===== src/rtl/octal_pkg.sv =====
// octal_pkg
//   Shared definitions for the octal digit serializer:
//     DIGIT_W - bits per octal digit
//     state_e - serializer FSM states (IDLE, SKIP, EMIT)
//     ndig()  - number of octal digits needed to cover a binary word
package octal_pkg;

  localparam int DIGIT_W = 3;

  typedef enum logic [1:0] {
    IDLE = 2'd0,
    SKIP = 2'd1,
    EMIT = 2'd2
  } state_e;

  // Digits needed to hold a 'width'-bit word (ceil(width/3)).
  function automatic int ndig(input int width);
    return (width + DIGIT_W - 1) / DIGIT_W;
  endfunction

endpackage : octal_pkg


===== src/rtl/octal_digit_serializer.sv =====
// octal_digit_serializer
//   Accepts a WIDTH-bit binary word over a valid/ready handshake, zero-extends
//   it to NDIG octal digits and emits one digit per output handshake, most
//   significant digit first. Each digit is split into out_a (MSB), out_b and
//   out_c (LSB) so it drives a 3-to-8 one-hot decoder directly.
//
// Parameters
//   WIDTH       - binary input word width (>= 1)
//   SUPPRESS_LZ - 1: skip leading zero digits (digit 0 is always emitted)
//
// Ports
//   clk        in   rising-edge clock
//   rst_n      in   synchronous active-low reset
//   in_valid   in   in_data is valid
//   in_ready   out  block can accept a word (only in IDLE)
//   in_data    in   WIDTH-bit word to convert
//   out_valid  out  digit on out_a/b/c is valid (only in EMIT)
//   out_ready  in   downstream accepts the digit
//   out_a/b/c  out  digit bits 2/1/0
//   out_idx    out  digit position, NDIG-1 = most significant
//   out_last   out  current digit is digit 0
//   busy       out  a word is held
module octal_digit_serializer
  import octal_pkg::*;
#(
  parameter  int WIDTH       = 12,
  parameter  bit SUPPRESS_LZ = 1'b0,
  localparam int NDIG        = ndig(WIDTH),
  localparam int IDXW        = (NDIG > 1) ? $clog2(NDIG) : 1
) (
  input  logic             clk,
  input  logic             rst_n,
  input  logic             in_valid,
  output logic             in_ready,
  input  logic [WIDTH-1:0] in_data,
  output logic             out_valid,
  input  logic             out_ready,
  output logic             out_a,
  output logic             out_b,
  output logic             out_c,
  output logic [IDXW-1:0]  out_idx,
  output logic             out_last,
  output logic             busy
);

  localparam int              SRW     = DIGIT_W * NDIG;
  localparam logic [IDXW-1:0] CNT_TOP = IDXW'(NDIG - 1);
  localparam logic [IDXW-1:0] CNT_ONE = IDXW'(1);

  state_e              state_q, state_d;
  logic [SRW-1:0]      sr_q, sr_d;
  logic [IDXW-1:0]     cnt_q, cnt_d;
  logic [DIGIT_W-1:0]  top_digit;
  logic                cnt_zero;

  // The digit being presented is always the top of the shift register.
  assign top_digit = sr_q[SRW-1 -: DIGIT_W];
  assign cnt_zero  = (cnt_q == '0);

  always_comb begin
    state_d = state_q;
    sr_d    = sr_q;
    cnt_d   = cnt_q;
    unique case (state_q)
      IDLE: begin
        if (in_valid) begin
          sr_d    = SRW'(in_data);
          cnt_d   = CNT_TOP;
          state_d = SUPPRESS_LZ ? SKIP : EMIT;
        end
      end
      SKIP: begin
        // Drop one leading zero per cycle; digit 0 is never dropped, so an
        // all-zero word still produces a single '0'.
        if ((top_digit == '0) && !cnt_zero) begin
          sr_d  = sr_q << DIGIT_W;
          cnt_d = cnt_q - CNT_ONE;
        end else begin
          state_d = EMIT;
        end
      end
      EMIT: begin
        if (out_ready) begin
          if (!cnt_zero) begin
            sr_d  = sr_q << DIGIT_W;
            cnt_d = cnt_q - CNT_ONE;
          end else begin
            state_d = IDLE;
          end
        end
      end
      default: state_d = IDLE;
    endcase
  end

  always_ff @(posedge clk) begin
    if (!rst_n) begin
      state_q <= IDLE;
      sr_q    <= '0;
      cnt_q   <= '0;
    end else begin
      state_q <= state_d;
      sr_q    <= sr_d;
      cnt_q   <= cnt_d;
    end
  end

  // Handshake flags come from state alone; digit fields come straight from
  // registers, so there is no input-to-output combinational path and the
  // digit stays put while out_ready is low.
  assign in_ready  = (state_q == IDLE);
  assign out_valid = (state_q == EMIT);
  assign busy      = (state_q != IDLE);
  assign out_a     = top_digit[2];
  assign out_b     = top_digit[1];
  assign out_c     = top_digit[0];
  assign out_idx   = cnt_q;
  assign out_last  = (state_q == EMIT) && cnt_zero;

endmodule : octal_digit_serializer


===== config.mk =====
export PLATFORM = sky130hd
export DESIGN_NAME = octal_digit_serializer
export DESIGN_NICKNAME = d
export VERILOG_FILES = /design/src/rtl/octal_pkg.sv /design/src/rtl/octal_digit_serializer.sv
export SDC_FILE = /design/constraint.sdc
export NUM_CORES = 1
export LEC_CHECK = 0
export ABC_AREA = 1
export CAP_MARGIN = 10
export CORE_MARGIN = 3
export CORE_UTILIZATION = 45
export CTS_CLUSTER_DIAMETER = 30
export DETAILED_ROUTE_END_ITERATION = 7
export PLACE_DENSITY = 0.82
export SLEW_MARGIN = 5
export SYNTH_ARGS = -nofsm -noshare
export SYNTH_HDL_FRONTEND = slang
export SYNTH_SLANG_ARGS = --single-unit

===== constraint.sdc =====
create_clock -name clk -period 1.3 [get_ports clk]
set_input_delay 0.39 -clock clk [delete_from_list [all_inputs] [get_ports clk]]
set_output_delay 0.39 -clock clk [all_outputs]
set_load 0.05 [all_outputs]

== After elaboration in Yosys (flattened, before gate mapping) ==
Cells that the tools add are included.

* Output and inout port bits: 9
* Logic and storage cells: 37
* Bits in registers: 16
* Bits of input ports: 16

* Reductions and logical operators: 10
* Eq/ne operators: 8
* Muxes and demuxes: 15
* Add/sub/neg operators: 1

{| class="wikitable"
|+ Operator list
! kind !! number
|-
| $mux W12 || 4
|-
| $pmux W12 S3 || 1
|-
| $mux W2 || 8
|-
| $pmux W2 S3 || 2
|-
| $ne A2 B2 Y1 const B || 4
|-
| $reduce_and A5 Y1 || 1
|-
| $logic_not A2 Y1 || 2
|-
| $ne A2 B1 Y1 const B || 2
|-
| $reduce_and A4 Y1 || 1
|-
| $logic_not A3 Y1 || 1
|-
| $reduce_bool A3 Y1 || 1
|-
| $eq A2 B1 Y1 const B || 1
|-
| $eq A2 B2 Y1 const B || 1
|-
| $logic_and A1 B1 Y1 || 2
|-
| $reduce_bool A2 Y1 || 1
|-
| $sub A2 B1 Y2 const B || 1
|-
| $logic_not A1 Y1 || 1
|}

== Depth between registers and ports, before layout ==
* Depth in word-level cells: 5
* Gate-level depth with buffers: 8
* Depth with buffers taken out: 7

== Worst setup path after synthesis ==
No wires, ideal clock.

* Path kind: reg2out
* Start point: reg cnt_q[0], in the netlist out_idx[0]
* End point: out out_last
* Cell stages (with the launch flop): 5
* Data required time: 0.910 ns
* Setup slack: -0.371 ns
* Arrival time: 1.281 ns
* Path buffers: 0
* Path through: dfxtp_1 inv_1 ha_1 nand2_2 inv_1

* Cells in the longest elaborated chain, start to end: 2

{| class="wikitable"
|+ Ends and longest elaborated chain
! element !! RTL line !! source
|-
| from (decl) || octal_digit_serializer.sv:52 || <nowiki>logic [IDXW-1:0] cnt_q, cnt_d;</nowiki>
|-
| from (signal assigned) || octal_digit_serializer.sv:104 || <nowiki>cnt_q <= cnt_d;</nowiki>
|-
| $logic_not A2 Y1 || octal_digit_serializer.sv:58 || <nowiki>assign cnt_zero = (cnt_q == '0);</nowiki>
|-
| $logic_and A1 B1 Y1 || octal_digit_serializer.sv:118 || <nowiki>assign out_last = (state_q == EMIT) && cnt_zero;</nowiki>
|-
| to (decl) || octal_digit_serializer.sv:42 || <nowiki>output logic out_last,</nowiki>
|}

No other way between the ends.

== Final worst setup path ==
Ends and elaborated chain as after synthesis.

==> summary.md <==
| Metric | Value |
|---|---|
| Status | `finished, violations left` |
| Failing checks | `negative setup slack` |
| CP max stage delay | `between 0.3 and 0.4 ns` |
| Sink Count | `15` |
| CTS Buffer Depth | `2` |
| Clock tree root buffer cell | `clkbuf_4` |
| CP arrival | `~1.2 ns` |
| Worst Setup Path Type | `flop to output pin` |
| TritonCTS buffer count | `3` |
| Initial Util | `roughly half` |
| Slew Limit Fails | `0` |
| Die ar. | `2390 um2` |
| Total chip power | `approximately 1.6 mW` |
| GPL Wtd Cong | `between 0.7 and 0.8` |
| Flip-flop and latch area | `slightly above 300 um2` |
| Critical path peak fanout | `2` |
| Slew @ Worst Pin | `about 0.23 ns` |
| Routed Antenna Nets | `0` |
| Clk_skew | `around 0.0013 ns` |
| # DRC | `0` |
| Core area | `about 1600 um2` |
| I/O Pins | `25` |
| H-Tree Depth | `1` |
| Critical path, cell by cell | `inv_4, ha_4, nand2_4, clkinvlp_4, buf_12` |
| Max cap viols | `0` |
| Wl on met1 | `about 920 um` |
| Asr flop ratio synth | `0%` |
| Placed Instances | `~180` |
| Routed WL | `2400 um` |
| Syn_nets | `between 100 and 150` |
| Via Count | `902` |
| Port Buffers | `24` |
| GRT overflow | `0` |
| Avg Cell Area, Syn | `between 6 and 7 um2` |
| FMAX | `approximately 640 MHz` |
| Vias in the first global route | `between 700 and 800` |
| Wire length per cell | `12.8 um` |
| HP Class | `flop to flop` |
| Hold Vio Cnt, Final | `0` |
| WHS | `between 0.5 and 0.6 ns` |
| RSZ-0062 raised after global routing | `yes` |
| Tcrit/Tclk final | `119%` |
| Met3 WL | `just under 200 um` |
| Fin nets | `approximately 180` |
| Most frequent cell after synthesis | `nand2_1` |
| Setup-failing EPs final | `6` |
| Pwr Density | `between 1000 and 1500 nW/um2` |
| Finished Layout Cells | `between 150 and 200` |
| Worst hold start | `sr_q[2]` |
| Antenna diodes | `0` |
| GRT Resource Usage Total | `between 10% and 20%` |
| CP bufs+invs | `3` |
| Synth cell types | `16` |
| Syn-to-layout area delta | `61.2%` |
| Layout cells sized above 1 | `between 20% and 30%` |
| Top Layer Used | `met4` |
| LEAKAGE | `between 0.6 and 0.7 nW` |
| Worst r2r src | `out_idx[0]` |
| Worst setup SP type | `flop` |
| Placed wire-length estimate | `around 1200 um` |
| Crit path max-delay cell type | `dfxtp_4` |
| Seq/Total Area, Yosys | `between 30% and 40%` |
| FP Rows | `14` |
| Clk slew on worst S/H paths | `approximately 0.1 ns` |
| Final worst slack | `-0.253 ns` |
| Hold_buf cts | `0` |
| EDFF count, synth | `0` |
| Die width | `48.9 um` |
| Tmin final | `1.55 ns` |
| Commonest cells in the synthesized netlist | `nand2_1 (40), nor2_1 (30), inv_1 (22)` |
| Max-slew headroom | `84.6%` |
| Initial antenna violation count | `0` |
| Synth area leaders | `dfxtp_1 (36%), nand2_1 (18%), nor2_1 (14%), inv_1 (10%), o21ai_1 (4.2%)` |
| Post-Synthesis Cells | `130` |
| Yosys top cell area share | `between 30% and 40%` |
| Via density per instance | `between 4 and 5` |
| Die Span Y | `~50 um` |
| Multi-input combinational cell area | `457 um2` |
| DRT Pass-1 Iters | `5` |
| Area leader, netlist | `dfxtp_1` |
| Pre-CTS WS | `-0.332 ns` |
| First-pass GRT wire length | `3110 um` |
| Synth Warn # | `0` |
| Post-Syn Area | `828 um2` |
| VDD IR max | `0.843 mV` |
| Setup crit start | `out_idx[0]` |
| Worst path top cell family by delay | `flip-flops` |
| Crit path capture type | `output pin` |
| Largest net degree at the start of global routing | `14` |
| Critical Path RT | `0.91 ns` |
| Synthesized flop and latch total | `15` |
| Initial DRC count | `27` |
| Worst skew pair latency | `0.29 ns` |
| Top_reg_cell synth | `dfxtp_1` |
| Fill count | `98` |
| CTS tree | `yes` |
| Met2 wire len | `approximately 1200 um` |
-- metal layers --
metal / vias to the layer above / track usage (%)
li1: 450 / -
met1: 384 / 18.2
met2: 51 / 30.8
met3: 17 / 2.45
met4: 0 / 5.69
met5: - / 0
-- metrics by stage --
| step | cell area (um2) | utilization (%) | TNS, ns |
|---|---|---|---|
| global route | 1340 | 82.8 | -0.877 |
| global placement | 1180 | 73.4 | -3.90 |
| CTS | 1280 | 79.7 | -0.346 |
| floorplan | 861 | - | -0.0590 |
| finish | 1340 | 82.8 | -0.540 |
| detailed placement | 1180 | 73.4 | -4.34 |
-- worst register-to-register path, delay by kind of cell (launching register included) --
kind / cells / cell delay (ns)
and+or+nand+nor: 5 / 0.46
DFF: 1 / 0.37
buffers and inverters: 2 / 0.23
adders and majority gates: 1 / 0.15
-- registers in the layout (all words and copies together), names as in the netlist --
| signal | flops |
|---|---|
| sr_q | 12 |
| out_idx | 2 |
| state_q | 1 |
-- final timing paths --
path	to	slack, ns	cells past startpoint
max	out_last	-0.25	5
min	sr_q[2]	0.53	4
max reg2reg	sr_q[3]	0.02	8
min reg2reg	sr_q[2]	0.53	4
-- logic make-up (layout without fill, tap and decap cells) --
logic type,Yosys count,in the layout,share of synthesized area (%)
simple gates,74,77,36.1
buf+inv,30,60,18.9
compound gates,10,10,7.25
flops,15,15,36.3
fa+ha+maj,1,1,1.51
-- layout make-up --
| type | instances | area share (%) |
|---|---|---|
| inverters | 23 | 7.12 |
| multi-input cells | 88 | 34.2 |
| well taps | 24 | 2.25 |
| clock inverters | 1 | 0.375 |
| repair buffers | 33 | 31.0 |
| flip-flops and latches | 15 | 23.3 |
| clock buffers | 3 | 1.69 |
-- power breakdown --
part,internal (mW),switching (mW),leakage [nW]
registers,0.530,0.0419,0.126
clock network,0.115,0.165,0.0177
logic,0.353,0.442,0.529
-- cell usage in the layout, fill, tap and decap left out --
cell	instances
nor2_2	1
o21ai_2	2
clkinvlp_4	1
nand3_4	4
inv_2	1
dfxtp_4	3
inv_1	19
nor2_1	29
buf_12	10
dfxtp_1	12
clkdlybuf4s50_1	15
inv_4	2
buf_6	1
o21ai_1	7
ha_4	1
nand2_4	3
nand4_1	1
nand2_1	39
a21boi_0	1
buf_4	7
clkbuf_4	3
clkinv_2	1
-- repair_timing --
action,in CTS,in global routing
hold endpoints to repair,0,0
setup endpoints to repair,18,17
pin swaps,2,2
gates resized for setup,2,7
setup buffers,4,1
gates cloned,2,1
Note: power is estimated with default switching activity, not from simulation.
